===== src/rtl/fir_out_requant_decim_if.sv =====
// fir_out_requant_decim_if: valid/ready sample stream from the requantiser to its sink
//   out_data  : signed head-of-FIFO sample
//   out_valid : out_data holds a sample
//   out_ready : sink accepts out_data this cycle
interface fir_out_requant_decim_if #(
    parameter int OUT_W = 16
) ();
    logic [OUT_W-1:0] out_data;
    logic             out_valid;
    logic             out_ready;
    modport master (output out_data, output out_valid, input out_ready);
    modport slave  (input out_data, input out_valid, output out_ready);
endinterface


===== src/rtl/fir_out_requant_decim.sv =====
// fir_out_requant_decim: decimate, round and saturate full-precision FIR output into a show-ahead FIFO
//   clk, reset  : clock, asynchronous active-high reset
//   clk_enable  : FIR sample strobe; filter_in is taken when high
//   filter_in   : signed IN_W FIR output
//   clr_status  : pulse clearing sat_flag, ovf_flag and drop_count
//   out_if      : valid/ready output stream (master side)
//   fill_level  : FIFO occupancy
//   sat_flag    : sticky, a stored sample was clipped
//   ovf_flag    : sticky, a sample was dropped on a full FIFO
//   drop_count  : dropped samples, saturating at 255
module fir_out_requant_decim #(
    parameter int IN_W       = 33,
    parameter int OUT_W      = 16,
    parameter int FRAC_SHIFT = 15,
    parameter int DECIM      = 4,
    parameter int FIFO_DEPTH = 4
) (
    input  logic                              clk,
    input  logic                              reset,
    input  logic                              clk_enable,
    input  logic signed [IN_W-1:0]            filter_in,
    input  logic                              clr_status,
    fir_out_requant_decim_if.master           out_if,
    output logic [$clog2(FIFO_DEPTH+1)-1:0]   fill_level,
    output logic                              sat_flag,
    output logic                              ovf_flag,
    output logic [7:0]                        drop_count
);
    localparam int PW = DECIM > 1 ? $clog2(DECIM) : 1;
    localparam int RW = IN_W + 1 - FRAC_SHIFT;
    localparam int AW = $clog2(FIFO_DEPTH);
    localparam int CW = $clog2(FIFO_DEPTH + 1);
    localparam logic [PW-1:0] PH_LAST = PW'(DECIM - 1);
    localparam logic [CW-1:0] FULL = CW'(FIFO_DEPTH);
    localparam logic signed [IN_W:0] HALF = (IN_W + 1)'(1) << (FRAC_SHIFT - 1);
    localparam logic [OUT_W-1:0] MAX_V = {1'b0, {(OUT_W - 1){1'b1}}};
    localparam logic [OUT_W-1:0] MIN_V = {1'b1, {(OUT_W - 1){1'b0}}};

    logic [PW-1:0]        r_phase;
    logic signed [RW-1:0] r_s1;
    logic                 r_s1_valid;
    logic [OUT_W-1:0]     r_mem [FIFO_DEPTH];
    logic [AW-1:0]        r_wr_ptr;
    logic [AW-1:0]        r_rd_ptr;
    logic [CW-1:0]        r_count;
    logic                 r_sat;
    logic                 r_ovf;
    logic [7:0]           r_drops;

    logic                 w_capture;
    logic signed [IN_W:0] w_sum;
    logic                 w_ovr;
    logic [OUT_W-1:0]     w_s2;
    logic                 w_valid;
    logic                 w_full;
    logic                 w_pop;
    logic                 w_push;
    logic                 w_drop;

    // Extra sign bit keeps the rounding add from wrapping at the positive extreme.
    assign w_capture = clk_enable && (r_phase == '0);
    assign w_sum     = {filter_in[IN_W-1], filter_in} + HALF;
    // Out of range when the bits above the output sign bit disagree with it.
    assign w_ovr     = !(&r_s1[RW-1:OUT_W-1]) && (|r_s1[RW-1:OUT_W-1]);
    assign w_s2      = w_ovr ? (r_s1[RW-1] ? MIN_V : MAX_V) : r_s1[OUT_W-1:0];
    assign w_valid   = r_count != '0;
    assign w_full    = r_count == FULL;
    assign w_pop     = w_valid && out_if.out_ready;
    // A pop frees the slot in the same cycle, so a full FIFO still accepts a push.
    assign w_push    = r_s1_valid && (!w_full || w_pop);
    assign w_drop    = r_s1_valid && w_full && !w_pop;

    assign out_if.out_data  = r_mem[r_rd_ptr];
    assign out_if.out_valid = w_valid;
    assign fill_level       = r_count;
    assign sat_flag         = r_sat;
    assign ovf_flag         = r_ovf;
    assign drop_count       = r_drops;

    always_ff @(posedge clk or posedge reset) begin
        if (reset) begin
            r_phase    <= '0;
            r_s1       <= '0;
            r_s1_valid <= 1'b0;
        end else begin
            if (clk_enable) r_phase <= (r_phase == PH_LAST) ? '0 : r_phase + PW'(1);
            if (w_capture) r_s1 <= RW'(w_sum >>> FRAC_SHIFT);
            r_s1_valid <= w_capture;
        end
    end

    always_ff @(posedge clk or posedge reset) begin
        if (reset) begin
            for (int i = 0; i < FIFO_DEPTH; i++) r_mem[i] <= '0;
            r_wr_ptr <= '0;
            r_rd_ptr <= '0;
            r_count  <= '0;
        end else begin
            if (w_push) r_mem[r_wr_ptr] <= w_s2;
            if (w_push) r_wr_ptr <= r_wr_ptr + AW'(1);
            if (w_pop) r_rd_ptr <= r_rd_ptr + AW'(1);
            r_count <= r_count + CW'(w_push) - CW'(w_pop);
        end
    end

    // Set events take priority over a coincident clear.
    always_ff @(posedge clk or posedge reset) begin
        if (reset) begin
            r_sat   <= 1'b0;
            r_ovf   <= 1'b0;
            r_drops <= '0;
        end else begin
            r_sat   <= (w_push && w_ovr) ? 1'b1 : clr_status ? 1'b0 : r_sat;
            r_ovf   <= w_drop ? 1'b1 : clr_status ? 1'b0 : r_ovf;
            r_drops <= w_drop ? (clr_status ? 8'd1 : r_drops + 8'(r_drops != 8'hFF))
                              : clr_status ? 8'd0 : r_drops;
        end
    end
endmodule


===== src/flat_wrapper.sv =====
// flat-port wrapper written by rule: the top's interface ports become plain ports
module fir_out_requant_decim_flat 
#(
    parameter int IN_W       = 33,
    parameter int OUT_W      = 16,
    parameter int FRAC_SHIFT = 15,
    parameter int DECIM      = 4,
    parameter int FIFO_DEPTH = 4
)
  (clk, reset, clk_enable, filter_in, clr_status, fill_level, sat_flag, ovf_flag, drop_count, out_if_out_data, out_if_out_valid, out_if_out_ready);
  fir_out_requant_decim_if #(.OUT_W(OUT_W)) out_if_i ();
  input  logic clk;
  input  logic reset;
  input  logic clk_enable;
  input  logic signed [IN_W-1:0] filter_in;
  input  logic clr_status;
  output logic [$clog2(FIFO_DEPTH+1)-1:0] fill_level;
  output logic sat_flag;
  output logic ovf_flag;
  output logic [7:0] drop_count;
  output wire logic [$bits(out_if_i.out_data)-1:0] out_if_out_data;
  output wire logic [$bits(out_if_i.out_valid)-1:0] out_if_out_valid;
  input wire logic [$bits(out_if_i.out_ready)-1:0] out_if_out_ready;
  assign out_if_out_data = out_if_i.out_data;
  assign out_if_out_valid = out_if_i.out_valid;
  assign out_if_i.out_ready = out_if_out_ready;
  fir_out_requant_decim #(.IN_W(IN_W), .OUT_W(OUT_W), .FRAC_SHIFT(FRAC_SHIFT), .DECIM(DECIM), .FIFO_DEPTH(FIFO_DEPTH)) u_core (.clk(clk), .reset(reset), .clk_enable(clk_enable), .filter_in(filter_in), .clr_status(clr_status), .out_if(out_if_i), .fill_level(fill_level), .sat_flag(sat_flag), .ovf_flag(ovf_flag), .drop_count(drop_count));
endmodule

===== config.mk =====
export PLATFORM = sky130hd
export DESIGN_NAME = fir_out_requant_decim_flat
export DESIGN_NICKNAME = d
export VERILOG_FILES = /design/src/rtl/fir_out_requant_decim_if.sv /design/src/rtl/fir_out_requant_decim.sv /design/src/flat_wrapper.sv
export SDC_FILE = /design/constraint.sdc
export NUM_CORES = 1
export LEC_CHECK = 0
export CAP_MARGIN = 20
export CORE_UTILIZATION = 49
export CTS_CLUSTER_SIZE = 8
export DETAILED_ROUTE_END_ITERATION = 6
export MAX_ROUTING_LAYER = met4
export PLACE_DENSITY = 0.72
export SETUP_SLACK_MARGIN = 0.1
export SLEW_MARGIN = 0
export SYNTH_ARGS = -nofsm -noshare
export SYNTH_HDL_FRONTEND = slang
export SYNTH_SLANG_ARGS = --single-unit

===== constraint.sdc =====
create_clock -name clk -period 4.6 [get_ports clk]
set_clock_uncertainty 0.2 [all_clocks]
set_input_delay 0.92 -clock clk [delete_from_list [all_inputs] [get_ports clk]]
set_output_delay 0.92 -clock clk [all_outputs]
set_load 0.02 [all_outputs]

==> run summary, run 1 <==
Fin area - 6067 sq um
HPWL after DPL - 6603 um
Vias in the first global route - 3180
Gr busiest metal - met2
Max Clk Rate - 271.3 MHz
Post-Place Cells - 572
Die area - 11090 sq um
RSZ-0062 raised after global routing - no
Initial drt markers - 141
Source of the worst hold timing path - u_core.r_s1[2]
Number of synthesized register bits - 103
Vias per cell - 5.380
Routed Antenna Nets - 0
TritonRoute pass-1 iters - 4
Post-CTS sizing - 0
Post-CTS Hold Fix Bufs - 0
Row cnt - 37
Fin crit period - 3.686 ns
Worst Hold End - u_core.r_s1[2]
Mean Syn Cell Area - 13.20 sq um
FILL cells - 830
Placed instance area - 5819 sq um
Final worst slack - 0.9141 ns
Type of origin of the critical path - register
Cells after Synth - 396
EDFF count, synth - 0
Status - completed
Top post-synthesis cells by area - dfrtp_1 49%, mux2_4 11%, mux4_2 6.9%
Crit path arrival time - 2.57 ns
All-Layer GR Usage - 0.1959
Die W - 105.3 um
Die Span Y - 105.3 um
Core area - 10320 sq um
IO Pins - 68
PwrDens - 691.0 nW/um^2
Routability cong. - 0.8163
Largest net degree at the start of global routing - 86
CTS root buf - clkbuf_8
Clk Latency, worst-skew pair - 0.37 ns
Pre-CTS WS - 1.220 ns
Slew HR - 0.3371
Worst Setup Path Type - register to primary output
Remaining Overflow, GRT - 0
Total Power - 4.193 mW
Synth cell count leaders - 103 x dfrtp_1, 40 x mux2_4, 33 x nand2_1
Layout cell share with drive strength beyond 1 - 0.2445
DRC - 0
Syn. warnings - 0
Max cap viols - 0
GR Layer Usage met1 - 0.2691
Initial Utilization - 0.5065
Cell taking the most area after synthesis - dfrtp_1
Final #Nets - 499
CTS tree - done
LEAKAGE - 2.642 nW
Clock tree buffer depth - 2
Hold Path Cell Cnt - 2
Cts bufs inserted - 9
DRT Wirelength - 9540 um
Period utilisation layout - 0.8013
CTS clk-pin slew, worst paths - 0.10 ns
Via count - 3174
Synth-to-Final Area Change - 16.03%
Worst EP required - 3.48 ns
Setup Fix Bufs, Post-CTS - 0
Share of the synthesized area in the top cell type - 0.4929
Worst r2r path cells - 5
Most frequent cell after synthesis - dfrtp_1
Mapped Area - 5229 sq um
R2R Setup Slk - 2.12 ns
Prevailing post-synth register cell - dfrtp_1
Crit-path max FO - 11
Initial antenna violation count - 0
Input/output buffers - 53
CTS H-tree depth - 3
DR WL/cell - 16.17 um
First-pass GRT wire length - 16310 um
Asr flop ratio synth - 1.000
Syn_nets - 446
GRT met3 Usage - 0.03154
Final core utilization - 0.5877
Max IR drop VDD - 0.2478 mV
Measured slew at the worst slew-check pin - 0.9899 ns
N_diodes - 0
Final hold vios - 0
RR Endpoint - u_core.fill_level[2]
Met2 Usage GRT - 0.2961
HP Class - register to register
Critical Path End Type - primary output
Worst hold slack - 0.2942 ns
Register area share after synthesis - 0.4929
TNS Setup - 0 ns
CP Launch Point - u_core.r_rd_ptr[0]
RR Startpoint - u_core.fill_level[1]
Final setup fails - 0
Final Slew Violations - 0
Library cells used by synthesis - 36
Clock sinks - 103
Finished Layout Cells - 590
kinds of logic after synthesis:
family | after synthesis | share of synthesized area
xor gates and xnor gates | 25 | 0.04188
DFF | 103 | 0.4929
muxes | 82 | 0.2395
adders and majority gates | 12 | 0.03015
buffers and inverters | 31 | 0.03733
and+or+nand+nor | 102 | 0.1108
AOI/OAI and AO/OA | 41 | 0.04738
flip-flops by register name, summed over array words and instances, names as in the netlist:
| name | cells |
|---|---|
| u_core.ovf_flag | 1 |
| u_core.r_mem | 64 |
| u_core.sat_flag | 1 |
| u_core.r_wr_ptr | 2 |
| u_core.r_phase | 2 |
| u_core.drop_count | 8 |
| u_core.r_rd_ptr | 2 |
| u_core.fill_level | 3 |
| u_core.r_s1_valid | 1 |
| u_core.r_s1 | 19 |
layer usage:
layer | wire length [um] | up-vias
met5 | 0 | -
met4 | 128 | 0
li1 | - | 1519
met3 | 239 | 12
met2 | 4462 | 48
met1 | 4710 | 1595
final cells by class:
class | count | area (sq um) | area share
repair buffers | 59 | 595.6 | 0.09816
flip-flops and latches | 103 | 2577 | 0.4248
well taps | 136 | 170.2 | 0.02805
clock inverters | 6 | 75.07 | 0.01237
multi-input cells | 262 | 2456 | 0.4048
clock buffers | 10 | 137.6 | 0.02269
inverters | 14 | 55.05 | 0.009074
how the worst max path moves through the flow:
stage | slack (ns) | to | depth (start not counted)
after floorplan | 0.78 | u_core.drop_count[0] | 1
after global placement | 1.25 | u_core.fill_level[2] | 6
after detailed placement | 1.22 | u_core.fill_level[1] | 5
after CTS | 0.83 | out_if_out_data[8] | 3
after global routing | 0.75 | out_if_out_data[8] | 3
final | 0.91 | out_if_out_data[8] | 3
placed cells by master (no fill, tap or decap), types with 2 or more instances in the layout:
cell type	count
o21ai_0	21
nand4_1	7
mux4_2	16
nor3_1	6
dfrtp_1	103
nor2_1	16
ha_1	11
and3_1	3
and4_1	4
xnor2_1	15
clkbuf_8	10
xor2_1	10
nand2_1	33
inv_6	2
mux2_4	40
o21a_1	15
and2_1	2
clkdlybuf4s50_1	53
a21oi_1	3
buf_4	5
mux2_2	25
nor4_1	7
inv_1	13
nand3_1	14
nand2_8	4
power by group:
| part | leakage [nW] | switching (mW) | internal (mW) |
|---|---|---|---|
| logic | 1.30 | 0.847 | 1.11 |
| registers | 1.24 | 0.309 | 1.32 |
| clock network | 0.105 | 0.326 | 0.275 |
| total | 2.64 | 1.48 | 2.71 |
worst max-delay path: stages (launching register included):
cell,delay [ns]
dfrtp_1,0.79
buf_4,0.33
mux4_2,0.53
clkdlybuf4s50_1,0.55
Note: power is estimated with default switching activity, not from simulation.
==> run 2: changes to the inputs <==
Settings changed: PLACE_DENSITY 0.72 to 0.75.
Clock period 4.6 ns to 3.2 ns, I/O delays scaled along.
==> run 2 against run 1 <==
Global-route usage increased by 0.13 points. Register-to-register slack got worse by 1.4 ns. Die area unchanged. Flip-flop and latch count unchanged. Critical path type unchanged. Critical endpoint is now out_if_out_data[15].
==> run summary, run 2 (synthesis results as in run 1) <==
Die area - 11090 sq um
Clock tree buffer depth - 2
RSZ-0062 raised after global routing - no
LEAKAGE - 2.643 nW
Max cap viols - 0
Status - completed
Initial Utilization - 0.5065
Vias per cell - 5.388
Final #Nets - 500
HP Class - register to register
Slowest stage cell, crit path - mux4_2
Crit-path cells - buf_6 > mux4_2 > clkdlybuf4s50_1
CTS tree - done
Vias in the first global route - 3291
Row cnt - 37
TritonRoute pass-1 iters - 4
Input/output buffers - 53
Sw Ratio - 0.3473
Worst path buffer plus inverter count - 2
Period utilisation layout - 0.9230
Internal Power - 3.969 mW
Max Clk Rate - 338.6 MHz
Fin crit period - 2.954 ns
DRT Wirelength - 9591 um
Multi-input gate area - 2456 sq um
Register with the most flip-flops - u_core.r_mem
DR WL/cell - 16.26 um
Type of origin of the critical path - register
CTS H-tree depth - 3
Fin area - 6096 sq um
Routability cong. - 0.8530
FF/Latch Area - 2577 sq um
Cts bufs inserted - 9
Clk Latency, worst-skew pair - 0.36 ns
Seq pwr share - 0.374
Commonest cells after routing, fill and taps aside - 103 x dfrtp_1, 53 x clkdlybuf4s50_1, 40 x mux2_4
TNS Setup - 0 ns
Crit path arrival time - 2.11 ns
Clock share of power - 0.142
Clock sinks - 103
CTS root buf - clkbuf_8
Max IR drop VDD - 0.5140 mV
Commonest non-fill, non-tap cell in the layout - dfrtp_1
All-Layer GR Usage - 0.1972
Psw - 2.112 mW
IO Pins - 68
Final Slew Violations - 0
Largest net degree at the start of global routing - 42
N_diodes - 0
Placed instance area - 5881 sq um
Remaining Overflow, GRT - 0
Critical Path End Type - primary output
Core area - 10320 sq um
Final setup fails - 0
R2R Setup Slk - 0.77 ns
Max reg flops - 64
Measured slew at the worst slew-check pin - 0.9928 ns
Via count - 3179
Post-CTS Hold Fix Bufs - 0
DRC - 0
CTS clk-pin slew, worst paths - 0.10 ns
Hold Path Cell Cnt - 2
Worst Setup Path Type - register to primary output
WP depth - 3
Slew HR - 0.3352
First-pass GRT wire length - 16680 um
Initial drt markers - 87
Family with the most delay on the worst path - buffers and inverters
Initial antenna violation count - 0
Worst EP required - 2.36 ns
Layout cell share with drive strength beyond 1 - 0.2423
Worst r2r path cells - 3
Combinational power share - 0.484
FILL cells - 837
Crit-path max FO - 18
Synth-to-Final Area Change - 16.58%
Die Span Y - 105.3 um
PwrDens - 997.6 nW/um^2
Max incr delay on CP - 0.58 ns
Die W - 105.3 um
Final hold vios - 0
HPWL after DPL - 6730 um
Routed Antenna Nets - 0
-- run 2: cell type report --
cell class                      count  share of cell area
Inverter                           14            0.009236
Tap cell                          136             0.02791
Clock inverter                      5             0.01375
Clock buffer                       10             0.02094
Multi-Input combinational cell    262              0.4029
Timing Repair Buffer               60              0.1024
Sequential cell                   103              0.4228
-- run 2: timing repair --
item                                    CTS  global route
endpoints found under the setup margin    0             3
resized for setup                         0             1
buffers inserted                          0             0
-- run 2: path summary, 6_finish.rpt --
check | from | endpoint
max in group asynchronous | reset | u_core.r_mem[5]
hold / removal | u_core.r_s1[1] | u_core.r_s1[1]
hold reg to reg | u_core.r_s1[1] | u_core.r_s1[1]
setup / recovery | u_core.r_rd_ptr[0] | out_if_out_data[15]
setup reg to reg | u_core.r_s1_valid | u_core.fill_level[1]
min in group asynchronous | reset | u_core.r_mem[60]
-- run 2: power by group through the flow --
stage,clock [mW],sequential (mW),combinational (mW)
2_1_floorplan,0,2.19,2.13
3_3_place_gp,0,2.25,2.88
3_5_place_dp,0,2.29,2.96
4_1_cts,0.879,2.27,2.97
5_1_grt,0.932,2.35,3.17
6_report,0.862,2.27,2.95
-- run 2: per-layer routing --
layer,wire (um),share of wire,track usage
met1,4697,0.49,0.2667
met2,4579,0.48,0.3120
met3,209,0.022,0.03030
met4,105,0.011,0.05433
met5,0,0,-
-- run 2: worst reg2reg max path, cell delays in order, from the launching register on --
cell	delay, ns
dfrtp_1	0.51
nor2b_2	0.87
ha_1	0.31
fa_1	0.41
-- run 2: through the flow --
step | cells | power [mW] | hold slack (ns) | setup slack (ns) | util
floorplan | 396 | 4.325 | 0.2505 | 0.6954 | -
global placement | 575 | 5.123 | 0.2657 | 0.1588 | 0.5696
detailed placement | 575 | 5.246 | 0.2708 | 0.1196 | 0.5696
CTS | 590 | 6.121 | 0.2930 | 0.1377 | 0.5901
global route | 590 | 6.460 | 0.3231 | 0.1668 | 0.5905
finish | 590 | 6.081 | 0.2894 | 0.2463 | 0.5905
